===== config.mk =====
export PLATFORM = sky130hd
export DESIGN_NAME = uart_tx_from_buf_flat
export DESIGN_NICKNAME = d
export VERILOG_FILES = /design/src/rtl/uart_tx_from_buf_pkg.sv /design/src/rtl/uart_tx_from_buf_if.sv /design/src/rtl/uart_bit_timer.sv /design/src/rtl/uart_tx_from_buf.sv /design/src/flat_wrapper.sv
export SDC_FILE = /design/constraint.sdc
export NUM_CORES = 1
export LEC_CHECK = 0
export BUFFER_PORTS_ARGS = -buffer_cell sky130_fd_sc_hd__buf_2
export CAP_MARGIN = 15
export CORE_UTILIZATION = 51
export DETAILED_ROUTE_END_ITERATION = 10
export HOLD_SLACK_MARGIN = 0.05
export PLACE_DENSITY = 0.73
export SETUP_SLACK_MARGIN = 0.15
export SLEW_MARGIN = 20
export SYNTH_ARGS = -nofsm -noshare
export SYNTH_HDL_FRONTEND = slang
export SYNTH_SLANG_ARGS = --single-unit

===== constraint.sdc =====
create_clock -name clk -period 2.1 [get_ports clk]
set_input_delay 0.21 -clock clk [delete_from_list [all_inputs] [get_ports clk]]
set_output_delay 0.21 -clock clk [all_outputs]
set_load 0.005 [all_outputs]

===== src/rtl/uart_tx_from_buf_pkg.sv =====
// Shared constants and types for the ring-buffer-fed UART transmitter.
package uart_tx_from_buf_pkg;

  // Default bit period: 100 MHz / 115200 baud.
  localparam int unsigned UART_CLK_PER_BIT = 868;
  localparam int unsigned LEN_BYTE         = 8;

  typedef enum logic [2:0] {
    StIdle,
    StReq,
    StWait,
    StStart,
    StData,
    StStop
  } tx_state_e;

endpackage


===== src/rtl/uart_tx_from_buf_if.sv =====
// Pop handshake between the byte ring buffer and its consumer.
// master is the consumer that issues orders; slave is the buffer.
interface uart_tx_from_buf_if;

  logic                                       buf_order;
  logic [uart_tx_from_buf_pkg::LEN_BYTE-1:0]  buf_data;
  logic                                       buf_done;

  modport master (
    output buf_order,
    input  buf_data,
    input  buf_done
  );

  modport slave (
    input  buf_order,
    output buf_data,
    output buf_done
  );

endinterface


===== src/rtl/uart_bit_timer.sv =====
// Bit-period timer: tick pulses on the last cycle of every CLK_PER_BIT-cycle
// period, counted from the first cycle after restart is released.
module uart_bit_timer #(
  parameter int unsigned CLK_PER_BIT = 868,
  parameter int unsigned LEN_CNT     = $clog2(CLK_PER_BIT)
) (
  input  logic clk,
  input  logic rstn,
  input  logic restart,
  output logic tick
);

  localparam logic [LEN_CNT-1:0] Terminal = LEN_CNT'(CLK_PER_BIT - 1);

  logic [LEN_CNT-1:0] cnt_q;
  logic [LEN_CNT-1:0] cnt_d;

  assign tick = !restart && (cnt_q == Terminal);

  // Next count: hold at zero while restarting, reload on terminal count.
  always_comb begin
    cnt_d = cnt_q + 1'b1;
    if (restart || tick) begin
      cnt_d = '0;
    end
  end

  // Counter register with synchronous active-low reset.
  always_ff @(posedge clk) begin
    if (!rstn) begin
      cnt_q <= '0;
    end else begin
      cnt_q <= cnt_d;
    end
  end

endmodule


===== src/rtl/uart_tx_from_buf.sv =====
// 8N1 UART transmitter that pulls bytes from the ring buffer over the
// order/done pop handshake. All outputs are registered.
module uart_tx_from_buf
  import uart_tx_from_buf_pkg::*;
#(
  parameter int unsigned CLK_PER_BIT = UART_CLK_PER_BIT,
  parameter int unsigned LEN_CNT     = $clog2(CLK_PER_BIT)
) (
  input  logic                      clk,
  input  logic                      rstn,
  uart_tx_from_buf_if.master        bus,
  output logic                      txd,
  output logic                      busy
);

  tx_state_e             state_q;
  logic [LEN_BYTE-1:0]   shift_q;
  logic [2:0]            idx_q;
  logic                  order_q;
  logic                  txd_q;
  logic                  busy_q;
  logic                  tick;
  logic                  restart;

  // The timer only runs while a frame is on the wire, so it is aligned to
  // the first cycle of the start bit.
  assign restart = (state_q == StIdle) || (state_q == StReq) || (state_q == StWait);

  uart_bit_timer #(
    .CLK_PER_BIT (CLK_PER_BIT),
    .LEN_CNT     (LEN_CNT)
  ) u_bit_timer (
    .clk     (clk),
    .rstn    (rstn),
    .restart (restart),
    .tick    (tick)
  );

  assign bus.buf_order = order_q;
  assign txd           = txd_q;
  assign busy          = busy_q;

  // Pop/frame FSM with shift register and registered outputs.
  always_ff @(posedge clk) begin
    if (!rstn) begin
      state_q <= StIdle;
      shift_q <= '0;
      idx_q   <= '0;
      order_q <= 1'b0;
      txd_q   <= 1'b1;
      busy_q  <= 1'b0;
    end else begin
      order_q <= 1'b0;
      case (state_q)
        StIdle: begin
          state_q <= StReq;
          order_q <= 1'b1;
        end
        StReq: begin
          state_q <= StWait;
        end
        StWait: begin
          // An empty buffer leaves buf_done low; go round again via IDLE.
          if (bus.buf_done) begin
            shift_q <= bus.buf_data;
            state_q <= StStart;
            txd_q   <= 1'b0;
            busy_q  <= 1'b1;
          end else begin
            state_q <= StIdle;
          end
        end
        StStart: begin
          if (tick) begin
            state_q <= StData;
            idx_q   <= '0;
            txd_q   <= shift_q[0];
          end
        end
        StData: begin
          if (tick) begin
            if (idx_q == 3'd7) begin
              state_q <= StStop;
              txd_q   <= 1'b1;
            end else begin
              shift_q <= shift_q >> 1;
              idx_q   <= idx_q + 3'd1;
              txd_q   <= shift_q[1];
            end
          end
        end
        StStop: begin
          // Straight back to REQ so back-to-back bytes cost only two idle cycles.
          if (tick) begin
            state_q <= StReq;
            order_q <= 1'b1;
            busy_q  <= 1'b0;
          end
        end
        default: begin
          state_q <= StIdle;
        end
      endcase
    end
  end

endmodule

===== src/flat_wrapper.sv =====
// flat-port wrapper written by rule: the top's interface ports become plain ports
module uart_tx_from_buf_flat import uart_tx_from_buf_pkg::*;
#(
  parameter int unsigned CLK_PER_BIT = UART_CLK_PER_BIT,
  parameter int unsigned LEN_CNT     = $clog2(CLK_PER_BIT)
)
  (clk, rstn, txd, busy, bus_buf_order, bus_buf_data, bus_buf_done);
  uart_tx_from_buf_if bus_i ();
  input  logic clk;
  input  logic rstn;
  output logic txd;
  output logic busy;
  output wire logic [$bits(bus_i.buf_order)-1:0] bus_buf_order;
  input wire logic [$bits(bus_i.buf_data)-1:0] bus_buf_data;
  input wire logic [$bits(bus_i.buf_done)-1:0] bus_buf_done;
  assign bus_buf_order = bus_i.buf_order;
  assign bus_i.buf_data = bus_buf_data;
  assign bus_i.buf_done = bus_buf_done;
  uart_tx_from_buf #(.CLK_PER_BIT(CLK_PER_BIT), .LEN_CNT(LEN_CNT)) u_core (.clk(clk), .rstn(rstn), .bus(bus_i), .txd(txd), .busy(busy));
endmodule

==> run metrics, run 1 <==
core area 2480 um2; Root Driver clkbuf_4; setup TNS 0 ns; Hold Fails Final Rpt 0; hold_sp bus_buf_data[7]; Reg2Reg Launch Point u_core.idx_q[0]; Pint 0.000636 W; f_max 485 MHz; Worst-path clk slew 0.15 ns; total CTS buffers 3; clk buf depth 2; worst-skew pair later-pin latency 0.32 ns; status complete, no violations; Lkg Pwr 0.590 nW; Initial DRC Count 15; Hold Path Class primary input to flip-flop; final wirelength 2560 um; Clock Sinks 27; clock skew 0.00741 ns; vias in the first global route 994; non-filler cells, final 195; worst slew pin tran 0.456 ns; die height 53.3 um; cell area after layout 1560 um2; share of the synthesized area in the top cell type 40.3%; layout cells sized above 1 29.7%; Max Slew Vio Count 0; Setup Viol. Count Final 0; routed len/inst 13.1 um; EDFF count, synth 0; dpl cells 189; cell taking the most area after synthesis dfxtp_1; sequential element share of the synthesized area 40.3%; top_reg_cell synth dfxtp_1; # rows 18; Area contributors post-synth dfxtp_1 40%, nand2_1 6.2%, mux2i_1 6.0%; fraction of registers with async set/reset 0%; I/O pins 14; CP Data Arrival Time 2.28 ns; Placement Setup Slack -0.0294 ns; Buffers on Ports 13; R2R cell count 7; RePlAce Congestion 0.707; post-synth cell types 42; Crit Path Category flip-flop to flip-flop; H-tree levels 1; largest net degree at the start of global routing 21; GRT Total Usage 20.2%; r2r endpoint u_core.idx_q[0]; vias post-DR 1079; min Tclk post-route 2.06 ns; Crit. End Element flip-flop; Antenna Cells 0; initial antenna violation count 0; detailed placement HPWL 1770 um; syn avg cell area 9.19 um2; syn_nets 160; NetSw 0.000202 W; placed cell areas 1490 um2; list of most frequent post-synthesis cells 27 x dfxtp_1, 22 x nand2_1, 13 x nor2_1; power share of the combinational group 9.1%; first-pass GRT wire length 4270 um; GRT overflow 0; gate count of the mapped netlist 146; critical path peak fanout 6; Residual DRC 0; Mapped Area 1340 um2; Peak VDD IR 441 uV; slack of the worst reg-to-reg path 0.04 ns; Sw Ratio 24.1%; number of vias per cell 5.53; pwr/cell area 536 nW/um2; end point of the critical path u_core.idx_q[0]; number of max-cap violations 0; Yosys Warn Count 0; DR pass1 iterations 4; Yosys reg bits 27; area of the die 2840 um2; Worst slew margin 69.5%; synthesis-to-finish area growth 16.6%; crit path from u_core.idx_q[0]; ANT nets after route 0; critical path data required time 2.32 ns; clock power share 27.0%; Final period util 98.2%; Final WS setup 0.0373 ns; crit start category flip-flop; RSZ-0062 raised after global routing true; fin nets 180; count leader, synth dfxtp_1; Die X 53.3 um; sequential power share 63.9%; initial core utilization 54.1%; CTS tree built
[kinds of logic (layout without fill, tap and decap cells)]
logic type	Yosys count	in the layout	synth area share (%)
multiplexers	15	15	11.8
AO/OA/AOI/OAI	19	19	11.9
XOR/XNOR	8	8	5.22
flip-flops	27	27	40.3
AND/OR/NAND/NOR	65	65	25.1
adder cells (fa/ha/maj)	3	3	2.80
buffers and inverters	9	28	2.80
[flip-flops by register name (all words and copies together), names as in the netlist]
name / count
u_core.u_bit_timer.cnt_q: 10
u_core.busy: 1
u_core.idx_q: 3
u_core.state_q: 3
u_core.txd: 1
u_core.shift_q: 8
u_core.bus.buf_order: 1
[power by group through the flow]
stage               logic (W)  clock network, W  registers, W
detailed placement  0.0000758                 0      0.000546
finish              0.0000765          0.000226      0.000535
global placement    0.0000729                 0      0.000545
CTS                 0.0000766          0.000239      0.000535
global route        0.0000853          0.000255      0.000537
floorplan           0.0000502                 0      0.000543
[worst min path at each step]
stage,slack (ns),cells past startpoint,end
4_1_cts,0.14,3,u_core.shift_q[7]
5_1_grt,0.18,3,u_core.shift_q[7]
3_3_place_gp,0.44,2,u_core.shift_q[2]
3_5_place_dp,0.45,2,u_core.shift_q[5]
2_1_floorplan,0.38,2,u_core.shift_q[7]
6_report,0.15,3,u_core.shift_q[7]
[timing repair]
item / in CTS / in global routing
buffers inserted: 2 / 0
pin swaps: 5 / 5
resized for setup: 1 / 5
hold buffers: 0 / 0
endpoints found under the setup margin: 11 / 12
gates cloned: 0 / 0
[routing by layer]
layer  vias to the layer above  track usage [%]  wire length, um
li1                        553                -                -
met1                       508             26.1             1230
met2                        16             34.0             1260
met3                         2             2.59               60
met4                         0             6.58               15
met5                         -                0                0
[cells in the final DEF (no fill, tap or decap), types with 2 or more instances in the layout]
cell      count
a21oi_2       2
nand3_1       6
nor2b_1       2
inv_1         2
nand2b_1      2
buf_4         9
nor3_1        3
mux2_2        7
dfxtp_1      25
o21ai_0       3
mux2i_1       8
a21oi_1       3
nor2_1       13
nand3_2       2
ha_4          2
nand3b_1      2
dfxtp_2       2
nand2_1      22
buf_2        13
xor2_1        2
clkbuf_4      3
xnor2_1       6
[stage by stage]
step                hold slack [ns]  util [%]  total power [W]
detailed placement            0.453      60.3         0.000622
CTS                           0.145      62.1         0.000851
global placement              0.441      60.3         0.000618
global route                  0.177      63.1         0.000878
finish                        0.152      63.1         0.000838
floorplan                     0.377         -         0.000594
[cell type report]
class / count / area, um2
sequential: 27 / 543
clock inverter: 1 / 7.51
inverter: 2 / 7.51
clock buffer: 3 / 22.5
tap: 30 / 37.5
timing repair buffer: 22 / 133
multi-input combinational: 110 / 813
fill: 208 / 913
[critical path: stages, from the launching register on]
cell	delay (ns)
dfxtp_2	0.37
ha_4	0.16
ha_4	0.15
or4b_4	0.49
a2111oi_4	0.40
buf_4	0.22
nand2b_1	0.12
a21oi_1	0.07
Power figures use the tool's default switching activity.
==> run 2, diff against run 1 <==
Settings changed: CORE_UTILIZATION 51 to 40, PLACE_DENSITY 0.73 to unset.
==> run 2 against run 1 <==
Flip-flop and latch count unchanged; clock skew is 0.0010 ns lower; count of clock-buffer cells in the layout is the same; via count fell by 1.5%; die area up 26%; combinational power shrank 2%; critical path depth is the same.
==> run metrics, run 2 (same netlist as run 1, synthesis figures left out) <==
CP Data Arrival Time 2.29 ns; RePlAce Congestion 0.784; GRT overflow 0; Crit Path Category flip-flop to flip-flop; commonest non-fill, non-tap cell in the layout dfxtp_1; die height 59.9 um; vias post-DR 1063; Hold Path Class primary input to flip-flop; Clock Sinks 27; most frequent cells in the layout 25 x dfxtp_1, 22 x nand2_1, 13 x nor2_1, 13 x buf_2, 9 x buf_4; ANT nets after route 0; Setup Viol. Count Final 0; # rows 20; final wirelength 2410 um; Sw Ratio 23.3%; crit start category flip-flop; Final WS setup 0.0615 ns; Pint 0.000633 W; I/O pins 14; Worst slew margin 65.4%; Peak VDD IR 335 uV; DR pass1 iterations 4; initial core utilization 42.9%; hold slack 0.146 ns; fin nets 180; detailed placement HPWL 1820 um; area of the die 3590 um2; Most common cell on crit path ha_4; worst slew pin tran 0.518 ns; H-tree levels 1; GRT Total Usage 15.9%; layout cells sized above 1 27.3%; footprint of the multi-input gates 796 um2; CTS tree built; routed len/inst 11.6 um; R2R cell count 7; worst-skew pair later-pin latency 0.32 ns; clock power share 26.3%; number of max-cap violations 0; NetSw 0.000193 W; Final period util 97.1%; largest reg by FF count u_core.u_bit_timer.cnt_q; power share of the combinational group 9.1%; fill count 313; Root Driver clkbuf_4; largest net degree at the start of global routing 22; initial antenna violation count 0; hold depth 3; Top Registers u_core.u_bit_timer.cnt_q x10, u_core.shift_q x8; number of vias per cell 5.09; Worst-path clk slew 0.14 ns; Buffers on Ports 13; critical path's slowest cell or4b_4; FF/Latch Area 543 um2; status complete, no violations; clock skew 0.00639 ns; min Tclk post-route 2.04 ns; f_max 491 MHz; Crit path buffers/inverters 1; vias in the first global route 1003; clk buf depth 2; Antenna Cells 0; critical path data required time 2.35 ns; sequential power share 64.7%; Hold Fails Final Rpt 0; synthesis-to-finish area growth 16.4%; CP Cell Sequence ha_4, ha_4, or4b_4, a2111oi_4, buf_4, nand3b_1, a21oi_1; pwr/cell area 529 nW/um2; total CTS buffers 3; RSZ-0062 raised after global routing true; Residual DRC 0; Placement Setup Slack 0.0643 ns; Crit. End Element flip-flop; Initial DRC Count 45; first-pass GRT wire length 4280 um; core area 3130 um2; Critical Path Stages 7; Max Slew Vio Count 0; Die X 59.9 um; Largest register FFs 10; critical path peak fanout 6; Worst path max stage delay 0.49 ns; cell family with most CP delay simple AND/OR/NAND/NOR gates; Lkg Pwr 0.594 nW
[run 2: changes by cell type in the layout (fill, tap and decap cells not counted)]
cell,delta
a21oi_2,-2
nand3_1,+2
clkinvlp_4,-1
a21oi_1,+2
clkinv_2,+1
nand3_2,-2
[run 2: metal layers]
metal  GRT usage (%)  wire length (um)  vias up
li1                -                 -      551
met1            20.3              1190      496
met2            27.3              1120       14
met3            3.90                85        2
met4            2.99                19        0
met5               0                 0        -
[run 2: final timing paths]
kind              slack (ns)         startpoint                 to
setup / recovery        0.06    u_core.idx_q[0]    u_core.idx_q[0]
hold / removal          0.15    bus_buf_data[7]  u_core.shift_q[7]
setup reg to reg        0.06    u_core.idx_q[0]    u_core.idx_q[0]
hold reg to reg         0.47  u_core.shift_q[2]  u_core.shift_q[2]
[run 2: layout make-up]
cell class,instances,area share [%]
multi-input cells,110,51.0
flip-flops and latches,27,34.8
repair buffers,22,8.49
well taps,44,3.53
clock buffers,3,1.44
inverters,2,0.481
clock inverters,1,0.321
[run 2: repair_timing]
| item | 4_1_cts | 5_1_grt |
|---|---|---|
| setup buffers | 2 | 0 |
| setup endpoints to repair | 11 | 12 |
| gates resized for setup | 2 | 0 |
| hold buffers | 0 | 0 |
| pin swaps | 3 | 0 |
[run 2: stage by stage]
step           total power, W  setup TNS [ns]  instance area (um2)  util [%]  cells
2_1_floorplan        0.000594               0                 1370         -    146
3_3_place_gp         0.000618               0                 1510      48.3    203
3_5_place_dp         0.000620               0                 1510      48.3    203
4_1_cts              0.000841               0                 1560      49.9    209
5_1_grt              0.000869         -0.0290                 1560      49.9    209
6_report             0.000826               0                 1560      49.9    209
[run 2: power by group through the flow]
stage	registers (W)	clock network, W	logic [W]
floorplan	0.000543	0	0.0000502
global route	0.000536	0.000249	0.0000840
finish	0.000534	0.000217	0.0000748
CTS	0.000534	0.000231	0.0000753
global placement	0.000545	0	0.0000726
detailed placement	0.000546	0	0.0000749
[run 2: worst reg2reg max path, cell delays in order (launching register included)]
cell and delay (ns):
dfxtp_2 0.36, ha_4 0.16, ha_4 0.15, or4b_4 0.49, a2111oi_4 0.38, buf_4 0.21
nand3b_1 0.08, a21oi_1 0.14
==> run 3, diff against run 2 <==
Settings changed: CAP_MARGIN 15 to 20, CORE_ASPECT_RATIO set to 2.
==> run 3 against run 2 <==
Clock power rose by 38%; routed wire length rose by 8.2%; die area rose by 0.39%; utilization fell by 1.3 points; flip-flop and latch count did not move; critical path depth did not move; cell count fell by 6.7%; register-to-register slack barely moved; clock skew fell by 0.0050 ns; global-route usage fell by 0.27 points; count of clock-buffer cells in the layout did not move; final area fell by 0.48%; critical path type unchanged.
==> run metrics, run 3 (same netlist as run 1, synthesis figures left out) <==
cell family with most CP delay simple AND/OR/NAND/NOR gates; f_max 494 MHz; M2 GR Usage 30.3%; number of max-cap violations 0; core area 3190 um2; Crit. End Element flip-flop; synthesis-to-finish area growth 15.9%; detailed placement HPWL 2010 um; status complete, no violations; worst-skew pair later-pin latency 0.27 ns; area of the die 3600 um2; Residual DRC 0; Worst slew margin 67.1%; Setup Viol. Count Final 0; Antenna Cells 0; total CTS buffers 3; CTS tree built; GRT busiest layer met2; vias post-DR 1078; cell area after layout 1550 um2; Buffers on Ports 13; # rows 29; pwr/cell area 584 nW/um2; Critical Path Stages 7; worst slew pin tran 0.492 ns; critical path data required time 2.26 ns; RSZ-0062 raised after global routing true; layout cells sized above 1 25.6%; DR pass1 iterations 3; routed len/inst 13.4 um; slack of the worst reg-to-reg path 0.08 ns; Die X 42.9 um; Largest register FFs 10; Worst-path clk slew 0.09 ns; Max Slew Vio Count 0; min Tclk post-route 2.02 ns; first-pass GRT wire length 4450 um; end point of the critical path u_core.idx_q[0]; initial antenna violation count 0; H-tree levels 1; Peak VDD IR 399 uV; Final period util 96.4%; M1 GR Usage 15.5%; GRT Total Usage 15.7%; most frequent cells in the layout 26 x dfxtp_1, 22 x nand2_1, 13 x nor2_1, 13 x buf_2; ANT nets after route 0; Clock Sinks 27; total design power 0.000908 W; commonest non-fill, non-tap cell in the layout dfxtp_1; clock skew 0.00134 ns; number of vias per cell 5.53; CP Cell Sequence ha_4, ha_4, or4b_4, a2111oi_4, buf_4, nand2b_1, a21oi_1; Crit Path Category flip-flop to flip-flop; Worst path max stage delay 0.49 ns; CP Data Arrival Time 2.19 ns; Reg2Reg Launch Point u_core.idx_q[0]; Crit path buffers/inverters 1; critical path's slowest cell or4b_4; critical path peak fanout 6; setup bufs post-CTS 0; Most common cell on crit path ha_4; crit path from u_core.idx_q[0]; R2R cell count 7; crit start category flip-flop; RePlAce Congestion 0.698; die height 83.9 um; largest reg by FF count u_core.u_bit_timer.cnt_q; clk buf depth 2; I/O pins 14; Lkg Pwr 0.598 nW; fin nets 179; r2r endpoint u_core.idx_q[0]; Root Driver clkbuf_8; vias in the first global route 1066; M3 GR Usage 1.95%; Hold Path Class primary input to flip-flop; GRT overflow 0; final wirelength 2610 um; Top Registers u_core.u_bit_timer.cnt_q x10, u_core.shift_q x8; largest net degree at the start of global routing 21; initial core utilization 42.0%; Initial DRC Count 29; placed cell areas 1500 um2; Post-CTS Hold Fix Bufs 0; Hold Fails Final Rpt 0
[run 3: cell types whose count changed in the layout (fill, tap and decap cells not counted)]
cell,change
dfxtp_1,+1
nor3_4,+1
clkbuf_4,-3
nand2b_1,+1
dfxtp_2,-1
buf_4,-1
nor3_2,-1
nand2b_4,-1
clkbuf_8,+3
[run 3: repair_timing]
item	4_1_cts	5_1_grt
resized for setup	0	1
endpoints found under the setup margin	11	13
pin swaps	2	0
[run 3: metrics by stage]
stage / utilization [%] / TNS, ns / hold WS [ns] / instances / worst slack (ns)
after floorplan: - / 0 / 0.377 / 146 / 0.0790
after global placement: 47.0 / 0 / 0.443 / 191 / 0.121
after detailed placement: 47.0 / 0 / 0.453 / 191 / 0.0722
after CTS: 48.5 / 0 / 0.205 / 195 / 0.0629
after global routing: 48.7 / -0.00980 / 0.207 / 195 / -0.00980
final: 48.7 / 0 / 0.200 / 195 / 0.0751
[run 3: layout make-up]
type / count / area [um2]
timing repair buffer: 21 / 125
fill: 325 / 1640
clock inverter: 1 / 5.00
inverter: 2 / 7.51
clock buffer: 3 / 41.3
tap: 31 / 38.8
sequential: 27 / 542
multi-input combinational: 110 / 795
[run 3: power by group]
| group | total, W | internal, W | switching (W) | leakage, nW |
|---|---|---|---|---|
| clock network | 0.000299 | 0.000133 | 0.000165 | 0.0255 |
| registers | 0.000532 | 0.000524 | 0.00000776 | 0.219 |
| logic | 0.0000774 | 0.0000381 | 0.0000393 | 0.353 |
[run 3: layer usage]
layer,vias to the layer above,share of wire (%)
met3,5,2.5
met2,16,56
li1,546,-
met5,-,0
met1,511,39
met4,0,1.9
[run 3: how the worst min path moves through the flow]
stage | from | endpoint | slack [ns] | cells after the start
after floorplan | bus_buf_data[7] | u_core.shift_q[7] | 0.38 | 2
after global placement | u_core.u_bit_timer.cnt_q[0] | u_core.u_bit_timer.cnt_q[0] | 0.44 | 1
after detailed placement | u_core.shift_q[2] | u_core.shift_q[2] | 0.45 | 2
after CTS | bus_buf_data[7] | u_core.shift_q[7] | 0.21 | 3
after global routing | bus_buf_data[7] | u_core.shift_q[7] | 0.21 | 3
final | bus_buf_data[7] | u_core.shift_q[7] | 0.20 | 3
[run 3: worst register-to-register path, cell delays in order, from the launching register on]
cell       delay [ns]
dfxtp_2          0.35
ha_4             0.16
ha_4             0.15
or4b_4           0.49
a2111oi_4        0.39
buf_4            0.20
nand2b_1         0.11
a21oi_1          0.06
